$ cat src/rtl/sync_ctrl.sv
// Acquisition sequencer: flushes, arms short detection, windows long-preamble lock,
// then holds the receive chain in demod until the decoder finishes, aborts or times out.
module sync_ctrl #(
    parameter int RESET_CYCLES = 5,
    parameter int CNT_WIDTH    = 16
) (
    input  logic                 clock,
    input  logic                 reset,
    input  logic                 enable,
    input  logic                 sample_in_strobe,
    input  logic                 short_preamble_detected,
    input  logic                 long_preamble_detected,
    input  logic                 demod_done,
    input  logic                 demod_abort,
    input  logic [15:0]          long_timeout,
    input  logic [23:0]          max_pkt_samples,
    output logic                 sync_short_reset,
    output logic                 sync_short_enable,
    output logic                 sync_long_reset,
    output logic                 sync_long_enable,
    output logic                 demod_is_ongoing,
    output logic [1:0]           state,
    output logic [CNT_WIDTH-1:0] pkt_count,
    output logic [CNT_WIDTH-1:0] false_trigger_count,
    output logic [CNT_WIDTH-1:0] abort_count
);

    localparam int FW = (RESET_CYCLES > 1) ? $clog2(RESET_CYCLES) : 1;

    typedef enum logic [1:0] {
        S_FLUSH     = 2'd0,
        S_SEARCH    = 2'd1,
        S_WAIT_LONG = 2'd2,
        S_DEMOD     = 2'd3
    } state_t;

    state_t                 state_q, state_d;
    logic [FW-1:0]          flush_q, flush_d;
    logic [23:0]            timer_q, timer_d;
    logic [CNT_WIDTH-1:0]   pkt_q, false_q, abort_q;
    logic                   inc_pkt, inc_false, inc_abort;
    logic                   short_rst_d, short_en_d, long_rst_d, long_en_d, demod_d;
    logic [23:0]            long_limit, pkt_limit;

    // Both limits compare against (limit - 1) so the exit happens on the limit-th sample.
    assign long_limit = {8'd0, long_timeout} - 24'd1;
    assign pkt_limit  = max_pkt_samples - 24'd1;

    function automatic logic [CNT_WIDTH-1:0] sat_inc(input logic [CNT_WIDTH-1:0] v,
                                                    input logic inc);
        return (inc && (v != '1)) ? v + CNT_WIDTH'(1) : v;
    endfunction

    always_comb begin
        state_d   = state_q;
        flush_d   = flush_q;
        timer_d   = timer_q;
        inc_pkt   = 1'b0;
        inc_false = 1'b0;
        inc_abort = 1'b0;
        if (enable) begin
            unique case (state_q)
                S_FLUSH: begin
                    if (flush_q == FW'(RESET_CYCLES - 1)) begin
                        state_d = S_SEARCH;
                        flush_d = '0;
                    end else begin
                        flush_d = flush_q + FW'(1);
                    end
                end
                S_SEARCH: begin
                    if (short_preamble_detected) begin
                        state_d = S_WAIT_LONG;
                        timer_d = '0;
                    end
                end
                S_WAIT_LONG: begin
                    if (long_preamble_detected) begin
                        state_d = S_DEMOD;
                        timer_d = '0;
                    end else if (sample_in_strobe) begin
                        if ((long_timeout != '0) && (timer_q == long_limit)) begin
                            state_d   = S_FLUSH;
                            inc_false = 1'b1;
                        end else if (timer_q != '1) begin
                            timer_d = timer_q + 24'd1;
                        end
                    end
                end
                S_DEMOD: begin
                    if (demod_abort) begin
                        state_d   = S_FLUSH;
                        inc_abort = 1'b1;
                    end else if (demod_done) begin
                        state_d = S_FLUSH;
                        inc_pkt = 1'b1;
                    end else if (sample_in_strobe) begin
                        if ((max_pkt_samples != '0) && (timer_q == pkt_limit)) begin
                            state_d   = S_FLUSH;
                            inc_abort = 1'b1;
                        end else if (timer_q != '1) begin
                            timer_d = timer_q + 24'd1;
                        end
                    end
                end
                default: state_d = S_FLUSH;
            endcase
        end
    end

    // Stage controls are decoded from the next state so they change on the transition edge.
    always_comb begin
        short_rst_d = 1'b0;
        short_en_d  = 1'b1;
        long_rst_d  = 1'b0;
        long_en_d   = 1'b1;
        demod_d     = 1'b0;
        unique case (state_d)
            S_FLUSH: begin
                short_rst_d = 1'b1;
                short_en_d  = 1'b0;
                long_rst_d  = 1'b1;
                long_en_d   = 1'b0;
            end
            S_SEARCH: begin
                long_rst_d = 1'b1;
                long_en_d  = 1'b0;
            end
            S_WAIT_LONG: ;
            S_DEMOD:     demod_d = 1'b1;
            default: ;
        endcase
    end

    always_ff @(posedge clock) begin
        if (reset) begin
            state_q           <= S_FLUSH;
            flush_q           <= '0;
            timer_q           <= '0;
            pkt_q             <= '0;
            false_q           <= '0;
            abort_q           <= '0;
            sync_short_reset  <= 1'b1;
            sync_short_enable <= 1'b0;
            sync_long_reset   <= 1'b1;
            sync_long_enable  <= 1'b0;
            demod_is_ongoing  <= 1'b0;
        end else begin
            state_q           <= state_d;
            flush_q           <= flush_d;
            timer_q           <= timer_d;
            pkt_q             <= sat_inc(pkt_q, inc_pkt);
            false_q           <= sat_inc(false_q, inc_false);
            abort_q           <= sat_inc(abort_q, inc_abort);
            sync_short_reset  <= short_rst_d;
            sync_short_enable <= short_en_d;
            sync_long_reset   <= long_rst_d;
            sync_long_enable  <= long_en_d;
            demod_is_ongoing  <= demod_d;
        end
    end

    assign state               = state_q;
    assign pkt_count           = pkt_q;
    assign false_trigger_count = false_q;
    assign abort_count         = abort_q;

endmodule

$ cat config.mk
export PLATFORM = sky130hd
export DESIGN_NAME = sync_ctrl
export DESIGN_NICKNAME = d
export VERILOG_FILES = /design/src/rtl/sync_ctrl.sv
export SDC_FILE = /design/constraint.sdc
export NUM_CORES = 1
export LEC_CHECK = 0
export ABC_AREA = 0
export BUFFER_PORTS_ARGS = -buffer_cell sky130_fd_sc_hd__buf_2
export CORE_MARGIN = 5
export CORE_UTILIZATION = 50
export CTS_CLUSTER_SIZE = 20
export DETAILED_ROUTE_END_ITERATION = 10
export GPL_ROUTABILITY_DRIVEN = 0
export PLACE_DENSITY = 0.73
export SLEW_MARGIN = 10
export SYNTH_ARGS = -nofsm -noshare
export SYNTH_HDL_FRONTEND = slang
export SYNTH_SLANG_ARGS = --single-unit
$ cat constraint.sdc
create_clock -name clock -period 8.1 [get_ports clock]
set_input_delay 0.405 -clock clock [delete_from_list [all_inputs] [get_ports clock]]
set_output_delay 0.405 -clock clock [all_outputs]
set_load 0.02 [all_outputs]
==> results.py <==
metrics = {
    "run_status": {
        "status": "completed",
    },
    "floorplan": {
        "core_um2": 11400,
        "start_util_pct": 50.6,
        "die_w_um": 117,
        "rows": 39,
        "boundaryPins": 103,
        "dieHeight_um": 117,
        "dieArea_um2": 13700,
    },
    "setup_path": {
        "crit_arrival_ns": 3.98,
        "worstSetupPathType": "input port to flop",
        "cp_max_fo": 17,
        "critPathCaptureType": "flop",
        "required_ns": 8.33,
        "worst_setup_path_start_kind": "input port",
    },
    "timing": {
        "setup_violations": 0,
        "period_needed_ns": 3.75,
        "tns_ns": 0,
        "max_freq_ghz": 0.266,
        "drv_slew": 0,
        "skew_ns": 0.00826,
        "rsz0062_at_grt": "false",
        "worst-slew-pin-transition_ns": 0.994,
        "fin_crit_sh_pct": 46.3,
        "relSlewSlack_pct": 33.6,
        "hold_viol": 0,
    },
    "finish": {
        "fillers": 1033,
        "antenna_cells": 0,
        "final_util_pct": 57.9,
        "area_growth_pct": 14.4,
        "num-nets-final": 881,
        "drive_gt1_share_pct": 17.4,
    },
    "synth": {
        "synth_compound_area_share_pct": 16.5,
        "avgSynthCellArea_um2": 7.80,
        "synth_mux_area_share_pct": 2.50,
        "synthAdderAreaFrac_pct": 3.05,
        "ys_ff_latch": 82,
        "synth_edf_count": 0,
        "synth_nets": 799,
        "synth_top_family_by_area": "simple AND/OR/NAND/NOR gates",
        "yosys.area_share.simple_pct": 34.4,
        "synth_most_common_cell": "dfxtp_1",
        "synth_top_flop_cell": "dfxtp_1",
        "ys_seq_area_share_pct": 28.5,
        "ys_warn_count": 0,
        "synthDistinctLibCells": 66,
        "synth-xor-area-share_pct": 10.4,
        "yosys.area.top_type": "dfxtp_1",
        "synth_common_cells": "dfxtp_1 (82), nor2_1 (61), nand2_1 (56)",
        "ys_async_sr_fraction_pct": 0,
        "synth_area_um2": 5750,
        "syn-instance-count": 737,
        "yosys.area.top_type_share_pct": 28.5,
        "ys_top_cells_by_area": "dfxtp_1 (29%), xor2_1 (6.2%), xnor2_1 (4.1%), nor2_1 (4.0%), a21oi_1 (3.7%)",
    },
    "grt": {
        "gr-total-overflow": 0,
        "antenna_found_initial": 0,
        "grt_usage_pct": 21.8,
        "grt_first_pass_wirelength_um": 24500,
        "grt_max_degree": 60,
        "grt_pass1_vias": 5329,
    },
    "route": {
        "avgRoutedWirePerCell_um": 15.9,
        "first_iter_violations": 502,
        "routed_wirelength_um": 15300,
        "drcViolationCount": 0,
        "via_count": 5891,
        "drtPass1Iterations": 5,
        "drtAntennaViolNets": 0,
        "avgViaCountPerCell": 6.09,
    },
    "placed_design": {
        "io_buffer_count": 102,
        "place_hpwl_um": 11600,
    },
    "cts": {
        "htreeDepth": 3,
        "post_cts_buffers": 0,
        "hold_buffers": 0,
        "cts_resized": 0,
        "cts-buffers-inserted": 9,
        "worstSkewPairLatency_ns": 0.34,
        "cts_buffer_depth": 2,
        "cts.clk_slew.worst_paths_ns": 0.06,
        "cts_tree": "built",
        "clock-sinks": 82,
        "cts.root.buffer_cell": "clkbuf_16",
    },
    "pwr": {
        "powerDensity_nw_per_um2": 132,
        "power_uw": 869,
        "ir_worst_vdd_mv": 0.0886,
        "p_leak_nw": 2.62,
    },
    "hold_path": {
        "hp-class": "input port to flop",
    },
    "flow_run": {
        "max_cap_viol_count": 0,
    },
}
stage by stage:
step                std cells  area [µm²]  worst slack, ns  hold WS, ns
floorplan                 737        5750             4.62        0.478
global placement          951        6300             4.15        0.476
detailed placement        951        6300             4.03        0.487
CTS                       967        6580             4.39        0.422
global route              967        6580             4.13        0.452
finish                    967        6580             4.35        0.432
sequential cells by signal, indices dropped and copies added, names as in the netlist, 2 cells and up:
register / cells
timer_q: 24
abort_count: 16
false_trigger_count: 16
pkt_count: 16
flush_q: 3
state: 2
power by group:
group | switching [mW] | total [mW] | internal [mW]
clock | 0.175 | 0.386 | 0.212
sequential | 0.000634 | 0.405 | 0.404
combinational | 0.0484 | 0.0780 | 0.0296
total | 0.224 | 0.869 | 0.645
layer usage:
metal / global-route usage [%] / part of all wire (%) / routed length (µm)
met5: 0 / 0 / 0
met4: 8.72 / 2.0 / 314
met3: 3.44 / 7.4 / 1130
met2: 36.7 / 47 / 7280
met1: 27.9 / 43 / 6610
worst max-delay path, cell delays in order:
cell and delay, ns:
buf_2 0.14, or4_4 0.62, or4_4 0.57, or4_1 0.48, and4b_1 0.23, nand4_1 0.12, nor4_1 0.11, a211oi_2 0.84
a211oi_1 0.18, a31o_2 0.27
final timing paths:
path,from,endpoint,slack (ns),depth (start not counted)
max reg2reg,timer_q[18],false_trigger_count[13],4.71,9
max,max_pkt_samples[3],timer_q[12],4.35,10
min reg2reg,false_trigger_count[5],false_trigger_count[5],0.50,2
min,enable,flush_q[2],0.43,3
layout by cell type (no fill, tap or decap), drive strengths merged, types with 22 or more instances in the layout:
master,instances
inv,34
dfxtp,82
or3,24
xor2,41
nand3,37
or4,25
buf,104
o21ai,25
and3,22
nand2,57
nor2,61
nand4,30
xnor2,27
a21oi,42
logic make-up after synthesis:
group | count (synthesis)
flops | 82
xor+xnor | 68
buf+inv | 64
mux | 14
compound gates | 141
simple gates | 354
fa+ha+maj | 14
final cells by class:
class / instances / area, µm² / share of cell area (%)
Timing Repair Buffer: 104 / 526 / 7.98
Multi-Input combinational cell: 591 / 3840 / 58.4
Inverter: 31 / 116 / 1.77
Tap cell: 143 / 179 / 2.72
Clock inverter: 6 / 48.8 / 0.741
Clock buffer: 10 / 229 / 3.48
Sequential cell: 82 / 1640 / 24.9
No activity file was read; power rests on OpenSTA's default activity.
